==> config.mk <==
export PLATFORM = sky130hd
export DESIGN_NAME = dma_channel_sequencer
export DESIGN_NICKNAME = d
export VERILOG_FILES = /design/src/rtl/dma_channel_sequencer.sv
export SDC_FILE = /design/constraint.sdc
export NUM_CORES = 1
export LEC_CHECK = 0
export ABC_AREA = 1
export CAP_MARGIN = 20
export CELL_PAD_IN_SITES_DETAIL_PLACEMENT = 1
export CELL_PAD_IN_SITES_GLOBAL_PLACEMENT = 1
export CORE_MARGIN = 10
export CORE_UTILIZATION = 40
export DETAILED_ROUTE_END_ITERATION = 12
export DONT_BUFFER_PORTS = 1
export PLACE_DENSITY = 0.78
export RECOVER_POWER = 100
export SYNTH_ARGS = -nofsm -noshare
export SYNTH_HDL_FRONTEND = slang
export SYNTH_SLANG_ARGS = --single-unit
==> constraint.sdc <==
create_clock -name CLK -period 2 [get_ports CLK]
set_input_delay 0.3 -clock CLK [delete_from_list [all_inputs] [get_ports CLK]]
set_output_delay 0.3 -clock CLK [all_outputs]
set_load 0.05 [all_outputs]
==> src/rtl/dma_channel_sequencer.sv <==
// dma_channel_sequencer: timing and priority sequencer for an 8237A-style DMA controller.
// Arbitrates four DREQ lines, runs the HRQ/HLDA handshake and steps the SI/S0/S1-S4 cycle.
module dma_channel_sequencer (
   input  logic       CLK,
   input  logic       RESET_N,
   input  logic [3:0] DREQ,
   input  logic [3:0] DREQ_MASK,
   input  logic       CTRL_DIS,
   input  logic       ROT_PRI,
   input  logic [7:0] MODE_XFER,
   input  logic [3:0] MODE_BLOCK,
   input  logic [3:0] MODE_AUTOINIT,
   input  logic       TC_IN,
   input  logic       EOP_IN_N,
   input  logic       STATUS_CLR,
   input  logic       HLDA,
   output logic       HRQ,
   output logic [3:0] DACK,
   output logic [1:0] act_ch,
   output logic       idle_cycle,
   output logic       active_cycle,
   output logic       aen,
   output logic       adstb,
   output logic       ior,
   output logic       iow,
   output logic       memr,
   output logic       memw,
   output logic       eop,
   output logic       cnt_step,
   output logic [3:0] reload,
   output logic [3:0] mask_set,
   output logic [3:0] tc_status
);

   typedef enum logic [2:0] {
      ST_SI = 3'd0,
      ST_S0 = 3'd1,
      ST_S1 = 3'd2,
      ST_S2 = 3'd3,
      ST_S3 = 3'd4,
      ST_S4 = 3'd5
   } state_t;

   state_t     state_r;
   state_t     state_nxt_s;
   logic [3:0] vreq_s;
   logic [1:0] pri_r;
   logic [1:0] pri_nxt_s;
   logic [1:0] top_s;
   logic [1:0] winner_s;
   logic [1:0] ch_nxt_s;
   logic [1:0] kind_s;
   logic [3:0] cur_oh_s;
   logic       rot_r;
   logic       eop_lat_r;
   logic       eop_lat_nxt_s;
   logic       in_xfer_s;
   logic       term_s;
   logic       done_s;
   logic       s4_exit_s;
   logic       is_read_s;
   logic       is_write_s;

   logic       hrq_nxt_s;
   logic [3:0] dack_nxt_s;
   logic       idle_nxt_s;
   logic       aen_nxt_s;
   logic       adstb_nxt_s;
   logic       ior_nxt_s;
   logic       iow_nxt_s;
   logic       memr_nxt_s;
   logic       memw_nxt_s;
   logic       eop_nxt_s;
   logic       step_nxt_s;
   logic [3:0] reload_nxt_s;
   logic [3:0] mask_nxt_s;
   logic [3:0] tc_nxt_s;

   function automatic logic [3:0] ch_onehot(input logic [1:0] ch);
      logic [3:0] oh;
      case (ch)
         2'd0:    oh = 4'b0001;
         2'd1:    oh = 4'b0010;
         2'd2:    oh = 4'b0100;
         2'd3:    oh = 4'b1000;
         default: oh = 4'b0000;
      endcase
      return oh;
   endfunction

   // Scan starts at the highest-priority channel and wraps modulo 4.
   function automatic logic [1:0] pick_winner(input logic [3:0] req, input logic [1:0] top);
      logic [1:0] win;
      logic [1:0] idx;
      logic       found;
      win   = top;
      found = 1'b0;
      for (int i = 0; i < 4; i++) begin
         idx = top + i[1:0];
         if (!found && req[idx]) begin
            win   = idx;
            found = 1'b1;
         end
      end
      return win;
   endfunction

   function automatic logic [1:0] xfer_kind(input logic [7:0] mode, input logic [1:0] ch);
      logic [1:0] k;
      case (ch)
         2'd0:    k = mode[1:0];
         2'd1:    k = mode[3:2];
         2'd2:    k = mode[5:4];
         2'd3:    k = mode[7:6];
         default: k = 2'b00;
      endcase
      return k;
   endfunction

   assign vreq_s    = CTRL_DIS ? 4'b0000 : (DREQ & ~DREQ_MASK);
   assign top_s     = (ROT_PRI && rot_r) ? pri_r : 2'b00;
   assign winner_s  = pick_winner(vreq_s, top_s);
   assign term_s    = TC_IN | eop_lat_r | ~EOP_IN_N;
   assign cur_oh_s  = ch_onehot(act_ch);
   assign in_xfer_s = (state_r == ST_S1) || (state_r == ST_S2) ||
                      (state_r == ST_S3) || (state_r == ST_S4);

   // Next-state logic; losing HLDA in S1-S4 aborts straight to SI.
   always_comb begin
      state_nxt_s = state_r;
      ch_nxt_s    = act_ch;
      done_s      = 1'b0;
      s4_exit_s   = 1'b0;
      case (state_r)
         ST_SI: begin
            if (vreq_s != 4'b0000) state_nxt_s = ST_S0;
            else                   state_nxt_s = ST_SI;
         end
         ST_S0: begin
            if (vreq_s == 4'b0000) begin
               state_nxt_s = ST_SI;
            end else if (HLDA) begin
               state_nxt_s = ST_S1;
               ch_nxt_s    = winner_s;
            end else begin
               state_nxt_s = ST_S0;
            end
         end
         ST_S1: begin
            if (!HLDA) state_nxt_s = ST_SI;
            else       state_nxt_s = ST_S2;
         end
         ST_S2: begin
            if (!HLDA) state_nxt_s = ST_SI;
            else       state_nxt_s = ST_S3;
         end
         ST_S3: begin
            if (!HLDA) state_nxt_s = ST_SI;
            else       state_nxt_s = ST_S4;
         end
         ST_S4: begin
            if (!HLDA) begin
               state_nxt_s = ST_SI;
            end else begin
               s4_exit_s = 1'b1;
               if (term_s) begin
                  state_nxt_s = ST_SI;
                  done_s      = 1'b1;
               end else if (MODE_BLOCK[act_ch]) begin
                  state_nxt_s = ST_S1;
               end else begin
                  state_nxt_s = ST_SI;
               end
            end
         end
         default: state_nxt_s = ST_SI;
      endcase
   end

   // Priority pointer: fixed scheme pins it at ch0, any ROT_PRI change resets it.
   always_comb begin
      pri_nxt_s = pri_r;
      if (ROT_PRI != rot_r) begin
         pri_nxt_s = 2'b00;
      end else if (!ROT_PRI) begin
         pri_nxt_s = 2'b00;
      end else if (s4_exit_s) begin
         pri_nxt_s = act_ch + 2'd1;
      end else begin
         pri_nxt_s = pri_r;
      end
   end

   // EOP event latch, live only while a transfer cycle is running.
   always_comb begin
      eop_lat_nxt_s = eop_lat_r;
      if ((state_r == ST_S4) || (state_nxt_s == ST_SI)) begin
         eop_lat_nxt_s = 1'b0;
      end else if (in_xfer_s && !EOP_IN_N) begin
         eop_lat_nxt_s = 1'b1;
      end else begin
         eop_lat_nxt_s = eop_lat_r;
      end
   end

   assign kind_s     = xfer_kind(MODE_XFER, ch_nxt_s);
   assign is_read_s  = (kind_s == 2'b10);
   assign is_write_s = (kind_s == 2'b01);

   // Output values for the state being entered, so the registers present a Moore decode.
   always_comb begin
      hrq_nxt_s   = 1'b0;
      dack_nxt_s  = 4'b0000;
      idle_nxt_s  = 1'b1;
      aen_nxt_s   = 1'b0;
      adstb_nxt_s = 1'b0;
      ior_nxt_s   = 1'b1;
      iow_nxt_s   = 1'b1;
      memr_nxt_s  = 1'b1;
      memw_nxt_s  = 1'b1;
      eop_nxt_s   = 1'b1;
      step_nxt_s  = 1'b0;
      case (state_nxt_s)
         ST_SI: begin
            hrq_nxt_s = 1'b0;
         end
         ST_S0: begin
            hrq_nxt_s = 1'b1;
         end
         ST_S1: begin
            hrq_nxt_s   = 1'b1;
            dack_nxt_s  = ch_onehot(ch_nxt_s);
            idle_nxt_s  = 1'b0;
            aen_nxt_s   = 1'b1;
            adstb_nxt_s = 1'b1;
         end
         ST_S2: begin
            hrq_nxt_s  = 1'b1;
            dack_nxt_s = ch_onehot(ch_nxt_s);
            idle_nxt_s = 1'b0;
            aen_nxt_s  = 1'b1;
            memr_nxt_s = ~is_read_s;
            ior_nxt_s  = ~is_write_s;
         end
         ST_S3: begin
            hrq_nxt_s  = 1'b1;
            dack_nxt_s = ch_onehot(ch_nxt_s);
            idle_nxt_s = 1'b0;
            aen_nxt_s  = 1'b1;
            memr_nxt_s = ~is_read_s;
            ior_nxt_s  = ~is_write_s;
            iow_nxt_s  = ~is_read_s;
            memw_nxt_s = ~is_write_s;
         end
         ST_S4: begin
            hrq_nxt_s  = 1'b1;
            dack_nxt_s = ch_onehot(ch_nxt_s);
            idle_nxt_s = 1'b0;
            aen_nxt_s  = 1'b1;
            memr_nxt_s = ~is_read_s;
            ior_nxt_s  = ~is_write_s;
            iow_nxt_s  = ~is_read_s;
            memw_nxt_s = ~is_write_s;
            step_nxt_s = 1'b1;
            eop_nxt_s  = ~(TC_IN | eop_lat_r | ~EOP_IN_N);
         end
         default: begin
            hrq_nxt_s = 1'b0;
         end
      endcase
   end

   // Termination side effects: status set beats a same-cycle clear.
   always_comb begin
      reload_nxt_s = 4'b0000;
      mask_nxt_s   = 4'b0000;
      tc_nxt_s     = tc_status & ~{4{STATUS_CLR}};
      if (done_s) begin
         tc_nxt_s = tc_nxt_s | cur_oh_s;
         if (MODE_AUTOINIT[act_ch]) reload_nxt_s = cur_oh_s;
         else                       mask_nxt_s   = cur_oh_s;
      end else begin
         tc_nxt_s = tc_nxt_s;
      end
   end

   // State, pointer and registered outputs.
   always_ff @(posedge CLK or negedge RESET_N) begin
      if (!RESET_N) begin
         state_r      <= ST_SI;
         pri_r        <= 2'b00;
         rot_r        <= 1'b0;
         eop_lat_r    <= 1'b0;
         act_ch       <= 2'b00;
         HRQ          <= 1'b0;
         DACK         <= 4'b0000;
         idle_cycle   <= 1'b1;
         active_cycle <= 1'b0;
         aen          <= 1'b0;
         adstb        <= 1'b0;
         ior          <= 1'b1;
         iow          <= 1'b1;
         memr         <= 1'b1;
         memw         <= 1'b1;
         eop          <= 1'b1;
         cnt_step     <= 1'b0;
         reload       <= 4'b0000;
         mask_set     <= 4'b0000;
         tc_status    <= 4'b0000;
      end else begin
         state_r      <= state_nxt_s;
         pri_r        <= pri_nxt_s;
         rot_r        <= ROT_PRI;
         eop_lat_r    <= eop_lat_nxt_s;
         act_ch       <= ch_nxt_s;
         HRQ          <= hrq_nxt_s;
         DACK         <= dack_nxt_s;
         idle_cycle   <= idle_nxt_s;
         active_cycle <= ~idle_nxt_s;
         aen          <= aen_nxt_s;
         adstb        <= adstb_nxt_s;
         ior          <= ior_nxt_s;
         iow          <= iow_nxt_s;
         memr         <= memr_nxt_s;
         memw         <= memw_nxt_s;
         eop          <= eop_nxt_s;
         cnt_step     <= step_nxt_s;
         reload       <= reload_nxt_s;
         mask_set     <= mask_nxt_s;
         tc_status    <= tc_nxt_s;
      end
   end

endmodule
---- Word-level counts from Yosys, hierarchy flattened ----
Index checks and enable logic that the tools add are counted.
operators by class
  add/subtract/negate cells ............... 4
  multiply operators ...................... 0
  divide/modulo/power cells ............... 0
  order comparisons ....................... 5
  equal/unequal tests ..................... 20
  shift-type cells ........................ 0
  multiplexer cells ....................... 62
  bitwise operators ....................... 11
  reductions and logical operators ........ 24
operators by type and width
  cell                 number
  $mux 2               16
  $pmux 4 s4           2
  $mux 4               7
  $mux 1               27
  $pmux 3 s6           1
  $lt 2x3->1 const B   5
  $bmux 1 s2           6
  $eq 3x2->1 const B   4
  $eq 3x3->1 const B   4
  $eq 2x2->1 const B   5
  $and 4x4->4          2
  $not 4->4            2
  $pmux 2 s4           1
  $eq 2x1->1 const B   3
  $eq 3x1->1 const B   2
  $logic_not 3->1      2
  $mux 3               2
  $logic_and 1x1->1    5
  $reduce_or 5->1      1
  $add 2x1->2 const B  2
  $add 2x2->2 const B  2
  $logic_not 1->1      4
  $logic_not 2->1      2
  $logic_not 4->1      1
  other kinds (11)     18
word-level totals
  register bits ........................... 36
  bits in latches ......................... 0
  bits in writable memories ............... 0
  ROM bits ................................ 0
  bits of input ports ..................... 32
  word-level logic and storage cells ...... 146
  memories kept ........................... 0

---- Longest topological paths before layout ----
Gate-level depths: netlist of run 1.
  word-level depth ........................ 23
  gate-level depth with buffers ........... 19
  depth with buffers taken out ............ 19

---- Worst setup path before layout of run 1 ----
Ideal clock, no wire load.
  path kind ............................... register to register
  start ................................... register rot_r
  end ..................................... register ior
  setup time .............................. 0.084 ns
  arrival ................................. 1.986 ns
  data required time ...................... 1.916 ns
  slack ................................... -0.070 ns
  stages on the path, launching flop included .. 17
  path buffers ............................ 0
  path through ............................ dfrtp_1 -> ha_1 -> nand2_4 -> clkinv_4 -> nand3_2 -> nand2_1 -> nand2_1 -> nand2_1 -> nor2_2 -> nand3_2 -> nand3_2 -> nand3_2 -> nand2_4 -> nand2_2 -> or2_1 -> nand2_2 -> nand3_1
between the ends
  cells in the longest elaborated chain, start to end .. 22
  elaborated cells between the ends (all ways) .. 36
RTL lines
  element                                                               RTL line       text
  start: declaration                                                    54             logic rot_r;
  start signal: assignment                                              292            rot_r <= 1'b0;
  start signal: assignment                                              313            rot_r <= ROT_PRI;
  $logic_and 1x1->1 (*)                                                 121            assign top_s = (ROT_PRI && rot_r) ? pri_r : 2'b00;
  $mux 2 (*)                                                            121
  parallel branches: the longest is 11 deep, another holds $add 2x1->2  n/a
  $mux 2 (*)                                                            100            if (!found && req[idx]) begin
  $mux 2 (*)                                                            142            end else if (HLDA) begin
  $mux 2 (*)                                                            140            if (vreq_s == 4'b0000) begin
  $mux 2 (*)                                                            134            case (state_r)
  $eq 2x2->1, or another cell as far along                              110            case (ch)
  $pmux 2 s4 (*)                                                        110
  $eq 2x1->1 (*)                                                        208            assign is_write_s = (kind_s == 2'b01);
  $not 1->1 (*)                                                         243, 251, 261
  $mux 1 (*)                                                            n/a
  net ior_nxt_s                                                         69             logic ior_nxt_s;
  end signal: assignment                                                322            ior <= ior_nxt_s;
  end: declaration                                                      24             output logic ior,
Mark *: on every way through the listed nets, which the timed path passes. The select of a mux whose other input is x is not followed.
A chain may end at the register's enable or synchronous reset.

---- Worst setup path in the final report of run 1 ----
  start ................................... register rot_r
  end ..................................... register memr
between the ends
  cells in the longest elaborated chain, start to end .. 22
  elaborated cells between the ends (all ways) .. 36
RTL lines
  element                                                               RTL line       text
  $logic_and 1x1->1 (*)                                                 121
  $mux 2 (*)                                                            121
  parallel branches: the longest is 11 deep, another holds $add 2x1->2  n/a
  $mux 2 (*)                                                            100
  $mux 2 (*)                                                            142
  $mux 2 (*)                                                            140
  $mux 2 (*)                                                            134
  $eq 2x2->1, or another cell as far along                              110
  $pmux 2 s4 (*)                                                        110
  $eq 2x2->1 (*)                                                        207            assign is_read_s = (kind_s == 2'b10);
  $not 1->1 (*)                                                         242, 250, 260
  $mux 1 (*)                                                            n/a
  net memr_nxt_s                                                        71             logic memr_nxt_s;
  end signal: assignment                                                324            memr <= memr_nxt_s;
  end: declaration                                                      26             output logic memr,
Marked as above.

==> flow_summary.json, run 1 <==
{
  "outcome": "finished, violations left",
  "failed_checks": "negative setup slack",
  "synth_seq_cells": 35,
  "clock_sink_count": 35,
  "synth_edf_count": 0,
  "min_period_over_period_pct": 113,
  "synthArstFlopShare_pct": 100,
  "drc_errors": 0,
  "drv_cap": 0,
  "fin_skew_ns": 0.0137,
  "startpoint_type": "flop",
  "clock_path_buffers": 2,
  "slowest_delay_ns": 0.40,
  "crit_family": "simple AND/OR/NAND/NOR gates",
  "max_freq_ghz": 0.444,
  "wl_per_cell_um": 19.9,
  "grt_pass1_vias": 1769,
  "p_leak_nw": 1.14,
  "power.density_nw_per_um2": 957,
  "finalSetupViolations": 9,
  "dieWidth_um": 87.8,
  "via_per_inst": 5.48,
  "yosysUniqueCellTypes": 23,
  "yosysWarnings": 0,
  "ir_drop_mv": 0.328,
  "clkSlewWorstSetupHoldPaths_ns": 0.08,
  "diodes": 0,
  "cp_num_buf_inv": 3,
  "netlist_instances": 227,
  "dpl.hpwl_um": 4150,
  "multiInputGateArea_sq_um": 1050,
  "ys.flop_type": "dfrtp_1",
  "avgSynthCellArea_sq_um": 8.10,
  "hp-class": "in -> reg",
  "cts-buffers-inserted": 5,
  "rsz0062_at_grt": "yes",
  "initial_core_util_pct": 41.7,
  "core.rowCount": 24,
  "postRouteAntennaNets": 0,
  "regArea_sq_um": 883,
  "clk_latency_ns": 0.29,
  "worstSetupPathType": "reg -> reg",
  "die_area_sq_um": 7710,
  "area_growth_pct": 29.3,
  "h-tree-depth": 2,
  "whs_ns": 0.0342,
  "place_congestion": 0.832,
  "track_usage_pct": 14.2,
  "grt_pass1_wl_um": 8610,
  "fillCellCount": 521,
  "first_pass_iters": 4,
  "finalNetCount": 290,
  "worstPathMaxFanout": 8,
  "antenna_found_initial": 0,
  "vias": 1676,
  "hold_viol": 0,
  "syn_nets": 264,
  "seq_area_frac_synth_pct": 48.0,
  "critical_path.cell_chain": "ha_4 -> nand2_8 -> clkinv_8 -> nand3_4 -> nand2_2 -> nand2_2 -> nand2_4 -> nor2_4 -> nand3_4 -> nand3_2 -> nand2_4 -> buf_4 -> nand3_1 -> inv_1 -> nor2_2 -> nand3_1",
  "worst_pin_slew_ns": 0.883,
  "drive_above_1_share_pct": 32.3,
  "final.min_clock_period_ns": 2.25,
  "port_buffers": 0,
  "cp_slowest_cell": "dfrtp_1",
  "r2r_slack_ns": -0.25,
  "max_slew_margin_pct": 41.1,
  "cts_root_buffer": "clkbuf_8",
  "grt_max_degree": 36,
  "required_ns": 2.20,
  "cp.arrival_ns": 2.45,
  "grt_overflow": 0,
  "utilization_pct": 53.9,
  "wl_um": 6100,
  "fin_ws_ns": -0.252,
  "coreArea_sq_um": 4410,
  "io_pins": 61,
  "endpoint_kind": "flop",
  "syn-cell-area_sq_um": 1840,
  "first_iter_violations": 49,
  "cts_tree": "built",
  "drv_slew": 0,
  "fp.dieH_um": 87.8
}
==> final timing paths <==
check                               endpoint      start  depth (start not counted)
worst min register to register           eop  eop_lat_r                          3
worst max-delay path                    memr      rot_r                         16
min in group asynchronous           pri_r[0]    RESET_N                          2
worst max register to register          memr      rot_r                         16
worst min-delay path                   rot_r    ROT_PRI                          0
max in group asynchronous       active_cycle    RESET_N                          2
==> cells in the mapped netlist, types with 3 or more instances <==
library cell	count	area [sq um]
o21ai_0	8	40.0
o22ai_1	3	18.8
inv_2	3	11.3
nand2_1	44	165
nand2_2	6	37.5
nand3_2	6	60.1
nor3_1	7	35.0
nor2_1	23	86.3
nand3_1	40	200
dfstp_2	6	158
ha_1	5	62.6
a31oi_1	3	18.8
inv_1	29	109
nand4_1	4	25.0
dfrtp_1	29	726
==> flip-flops by register name, indices dropped and copies added (netlist names) <==
signal,cells
iow,1
adstb,1
eop,1
eop_lat_r,1
active_cycle,1
cnt_step,1
rot_r,1
ior,1
memw,1
pri_r,2
memr,1
HRQ,1
idle_cycle,1
DACK,4
state_r,3
tc_status,4
act_ch,2
reload,4
mask_set,4
==> cell usage in the layout, fill, tap and decap left out, types with 2 or more instances in the layout <==
cell type / netlist / final
nand2_1: 44 / 31
dfrtp_1: 29 / 29
inv_1: 29 / 29
nand3_1: 40 / 28
nor2_1: 23 / 20
buf_4: 1 / 14
nand3_2: 6 / 13
nand2_2: 6 / 13
o21ai_0: 8 / 8
nand2_4: 2 / 7
clkbuf_8: 0 / 6
nand3_4: 0 / 5
dfstp_2: 6 / 5
nor3_1: 7 / 4
nand4_1: 4 / 4
ha_1: 5 / 4
a31oi_1: 3 / 3
o22ai_1: 3 / 3
nor2_2: 2 / 3
nand3b_1: 2 / 2
inv_4: 0 / 2
nor2_4: 0 / 2
nor3_4: 0 / 2
clkbuf_1: 0 / 2
clkbuf_2: 0 / 2
buf_6: 0 / 2
==> worst reg2reg max path, stage by stage, from the launching register on <==
cell and delay, ns:
dfrtp_1 0.40, ha_4 0.20, nand2_8 0.11, clkinv_8 0.08, nand3_4 0.08, nand2_2 0.06, nand2_2 0.09, nand2_4 0.08
nor2_4 0.14, nand3_4 0.14, nand3_2 0.14, nand2_4 0.11, buf_4 0.16, nand3_1 0.10, inv_1 0.06, nor2_2 0.14
nand3_1 0.09
==> power breakdown <==
group,switching (mW),internal [mW]
sequential,0.134,0.768
clock,0.246,0.278
combinational,0.578,0.271
==> layout make-up <==
| class | count | area share [%] |
|---|---|---|
| clock buffers | 7 | 3.63 |
| clock inverters | 1 | 0.210 |
| inverters | 33 | 5.94 |
| multi-input cells | 158 | 44.0 |
| flip-flops and latches | 35 | 37.1 |
| well taps | 52 | 2.74 |
| repair buffers | 20 | 6.37 |
==> repair_timing <==
| action | CTS | global route |
|---|---|---|
| resized for setup | 26 | 26 |
| pin swaps | 17 | 13 |
| hold endpoints to repair | 35 | 0 |
| setup buffers | 5 | 1 |
| hold buffers | 2 | 0 |
| gates cloned | 0 | 0 |
| endpoints found under the setup margin | 7 | 13 |
==> cell families after synthesis <==
| family | count (synthesis) | synth area share (%) |
|---|---|---|
| compound gates | 16 | 4.97 |
| fa+ha+maj | 5 | 3.40 |
| buf+inv | 34 | 7.41 |
| flops | 35 | 48.0 |
| simple gates | 137 | 36.2 |
==> per-stage QoR <==
step | power (mW) | cell area, sq um | TNS [ns] | worst slack [ns] | std cells
after floorplan | 1.35 | 1850 | 0 | 0.00593 | 227
after detailed placement | 1.54 | 2000 | -0.972 | -0.191 | 290
final | 2.28 | 2380 | -1.50 | -0.252 | 306
after global placement | 1.52 | 2000 | -0.429 | -0.106 | 290
after global routing | 2.40 | 2380 | -3.27 | -0.414 | 306
after CTS | 2.18 | 2280 | -0.616 | -0.149 | 305
==> layer usage <==
metal | wire length (um) | GRT usage [%]
met5 | 0 | 0
met4 | 181 | 6.23
met3 | 470 | 3.90
met2 | 3190 | 24.3
met1 | 2250 | 16.1
Power figures use the tool's default switching activity.
==> run 2, diff against run 1 <==
--- a/config.mk
+++ b/config.mk
@@ -10,10 +10,9 @@
 export CELL_PAD_IN_SITES_DETAIL_PLACEMENT = 1
 export CELL_PAD_IN_SITES_GLOBAL_PLACEMENT = 1
 export CORE_MARGIN = 10
-export CORE_UTILIZATION = 40
+export CORE_UTILIZATION = 29
 export DETAILED_ROUTE_END_ITERATION = 12
-export DONT_BUFFER_PORTS = 1
-export PLACE_DENSITY = 0.78
+export PLACE_DENSITY = 0.79
 export RECOVER_POWER = 100
 export SYNTH_ARGS = -nofsm -noshare
 export SYNTH_HDL_FRONTEND = slang
==> run 2 against run 1 <==
The run still ends with negative setup slack left. Sequential power is 9.0% lower. Power is 7.3% higher. First-iteration DRC count increased by 29%. Critical endpoint is now ior. Largest power group is now combinational logic.
==> flow_summary.json, run 2 (synthesis results as in run 1) <==
{
  "dieWidth_um": 99.6,
  "rsz0062_at_grt": "yes",
  "hp-class": "in -> reg",
  "cts_root_buffer": "clkbuf_8",
  "slowest_delay_ns": 0.40,
  "critical_path.cell_chain": "ha_4 -> nand2_8 -> clkinv_8 -> nand3_4 -> nand2_4 -> nand2_4 -> nand2_4 -> nor2_4 -> nand3_4 -> nand3_4 -> nand3_4 -> nand2_4 -> nand2_2 -> or2_1 -> nand2_2 -> nand3_1",
  "drc_errors": 0,
  "failed_checks": "negative setup slack",
  "worstHoldEndpoint": "rot_r",
  "endpoint_kind": "flop",
  "worst_pin_slew_ns": 0.861,
  "grtUsageMet1_pct": 13.5,
  "antenna_found_initial": 0,
  "cts_tree": "built",
  "stdcell_count": 401,
  "p_total_mw": 2.44,
  "max_freq_ghz": 0.454,
  "io_pins": 61,
  "clock_sink_count": 35,
  "r2r_slack_ns": -0.20,
  "final.min_clock_period_ns": 2.20,
  "die_area_sq_um": 9930,
  "grt_max_degree": 36,
  "fp.dieH_um": 99.6,
  "track_usage_pct": 12.7,
  "crit-reg2reg-capture": "ior",
  "fin_skew_ns": 0.0129,
  "ir_drop_mv": 0.458,
  "finalSetupTns_ns": -0.997,
  "finalNetCount": 362,
  "wl_um": 6760,
  "p_leak_nw": 1.45,
  "required_ns": 2.20,
  "final_cell_mix": "54 x clkdlybuf4s50_1, 29 x dfrtp_1, 27 x inv_1, 26 x nand2_1, 26 x buf_4",
  "cts-buffers-inserted": 5,
  "port_buffers": 60,
  "place_congestion": 0.869,
  "dpl.hpwl_um": 4600,
  "clock_path_buffers": 2,
  "min_period_over_period_pct": 110,
  "max_slew_margin_pct": 42.6,
  "cp_num_buf_inv": 1,
  "ff2ff_path_depth": 16,
  "hold_viol": 0,
  "first_pass_iters": 4,
  "grt_pass1_vias": 2034,
  "worstSetupPathType": "reg -> reg",
  "crit_family": "simple AND/OR/NAND/NOR gates",
  "grt_overflow": 0,
  "layout_commonest_cell": "clkdlybuf4s50_1",
  "wl_per_cell_um": 16.9,
  "vias": 1927,
  "outcome": "finished, violations left",
  "fin_ws_ns": -0.203,
  "diodes": 0,
  "worstPathMaxFanout": 7,
  "pre_cts_ws_ns": -0.669,
  "via_per_inst": 4.81,
  "finalSetupViolations": 8,
  "coreArea_sq_um": 6030,
  "postRouteAntennaNets": 0,
  "placedCellCount": 385,
  "startpoint_type": "flop",
  "power.density_nw_per_um2": 761,
  "initial_core_util_pct": 30.5,
  "grt-busiest-layer": "met2",
  "cp.arrival_ns": 2.40,
  "grt_pass1_wl_um": 10300,
  "use_met2_pct": 23.6,
  "min_from": "ROT_PRI",
  "clkSlewWorstSetupHoldPaths_ns": 0.07,
  "fillCellCount": 703,
  "core.rowCount": 28,
  "clk_latency_ns": 0.29,
  "h-tree-depth": 2,
  "cp_slowest_cell": "dfrtp_1",
  "reg2reg_from": "rot_r",
  "whs_ns": 0.469,
  "first_iter_violations": 63,
  "drive_above_1_share_pct": 34.7,
  "drv_slew": 0,
  "use_met3_pct": 2.84,
  "hold_depth": 2,
  "drv_cap": 0,
  "area_growth_pct": 74.4,
  "cp_num_cells": 16
}
==> run 2: cell types whose count changed in the layout (fill, tap and decap cells not counted), sizes merged <==
cell and delta:
dlygate4sd2 +2, buf +12, clkbuf +3, clkdlybuf4s50 +54
dlymetal6s2s +1
==> run 2: cell type report <==
cell class	count	area, sq um	area share [%]
inverters	33	144	4.49
clock inverters	1	5.00	0.156
clock buffers	7	76.3	2.38
multi-input cells	158	1180	36.7
flip-flops and latches	35	883	27.5
repair buffers	92	830	25.9
well taps	75	93.8	2.93
==> run 2: per-stage QoR <==
step,cell area [sq um],utilization [%]
final,3210,53.2
after global placement,2710,45.0
after floorplan,1850,-
after CTS,3030,50.2
after detailed placement,2710,45.0
after global routing,3210,53.2
==> run 2: how the worst max path moves through the flow <==
| stage | start | to | slack, ns |
|---|---|---|---|
| final | rot_r | ior | -0.20 |
| after CTS | rot_r | iow | -0.17 |
| after global placement | ROT_PRI | iow | -0.58 |
| after detailed placement | ROT_PRI | iow | -0.67 |
| after global routing | rot_r | iow | -0.31 |
| after floorplan | rot_r | ior | 0.006 |
==> run 2: repair_timing <==
action	CTS	global route
hold buffers	0	0
setup endpoints to repair	13	13
resized for setup	49	40
pin swaps	22	27
setup buffers	5	4
==> run 2: report_power, final <==
part	leakage, nW	switching (mW)	internal (mW)	total [mW]
Sequential	0.458	0.0531	0.768	0.821
Clock	0.0422	0.250	0.244	0.495
Combinational	0.947	0.712	0.414	1.13
==> run 2: worst reg2reg max path: cells and delay by family, from the launching register on <==
family        cells  cell delay, ns
simple gates     14            1.44
flops             1            0.40
fa+ha+maj         1            0.21
buf+inv           1            0.09
==> run 2: per-layer routing <==
metal  vias up  part of all wire (%)
met5         -                     0
met4         0                   1.2
met3         5                   3.9
met2        41                    56
met1       945                    38
li1        936                     -
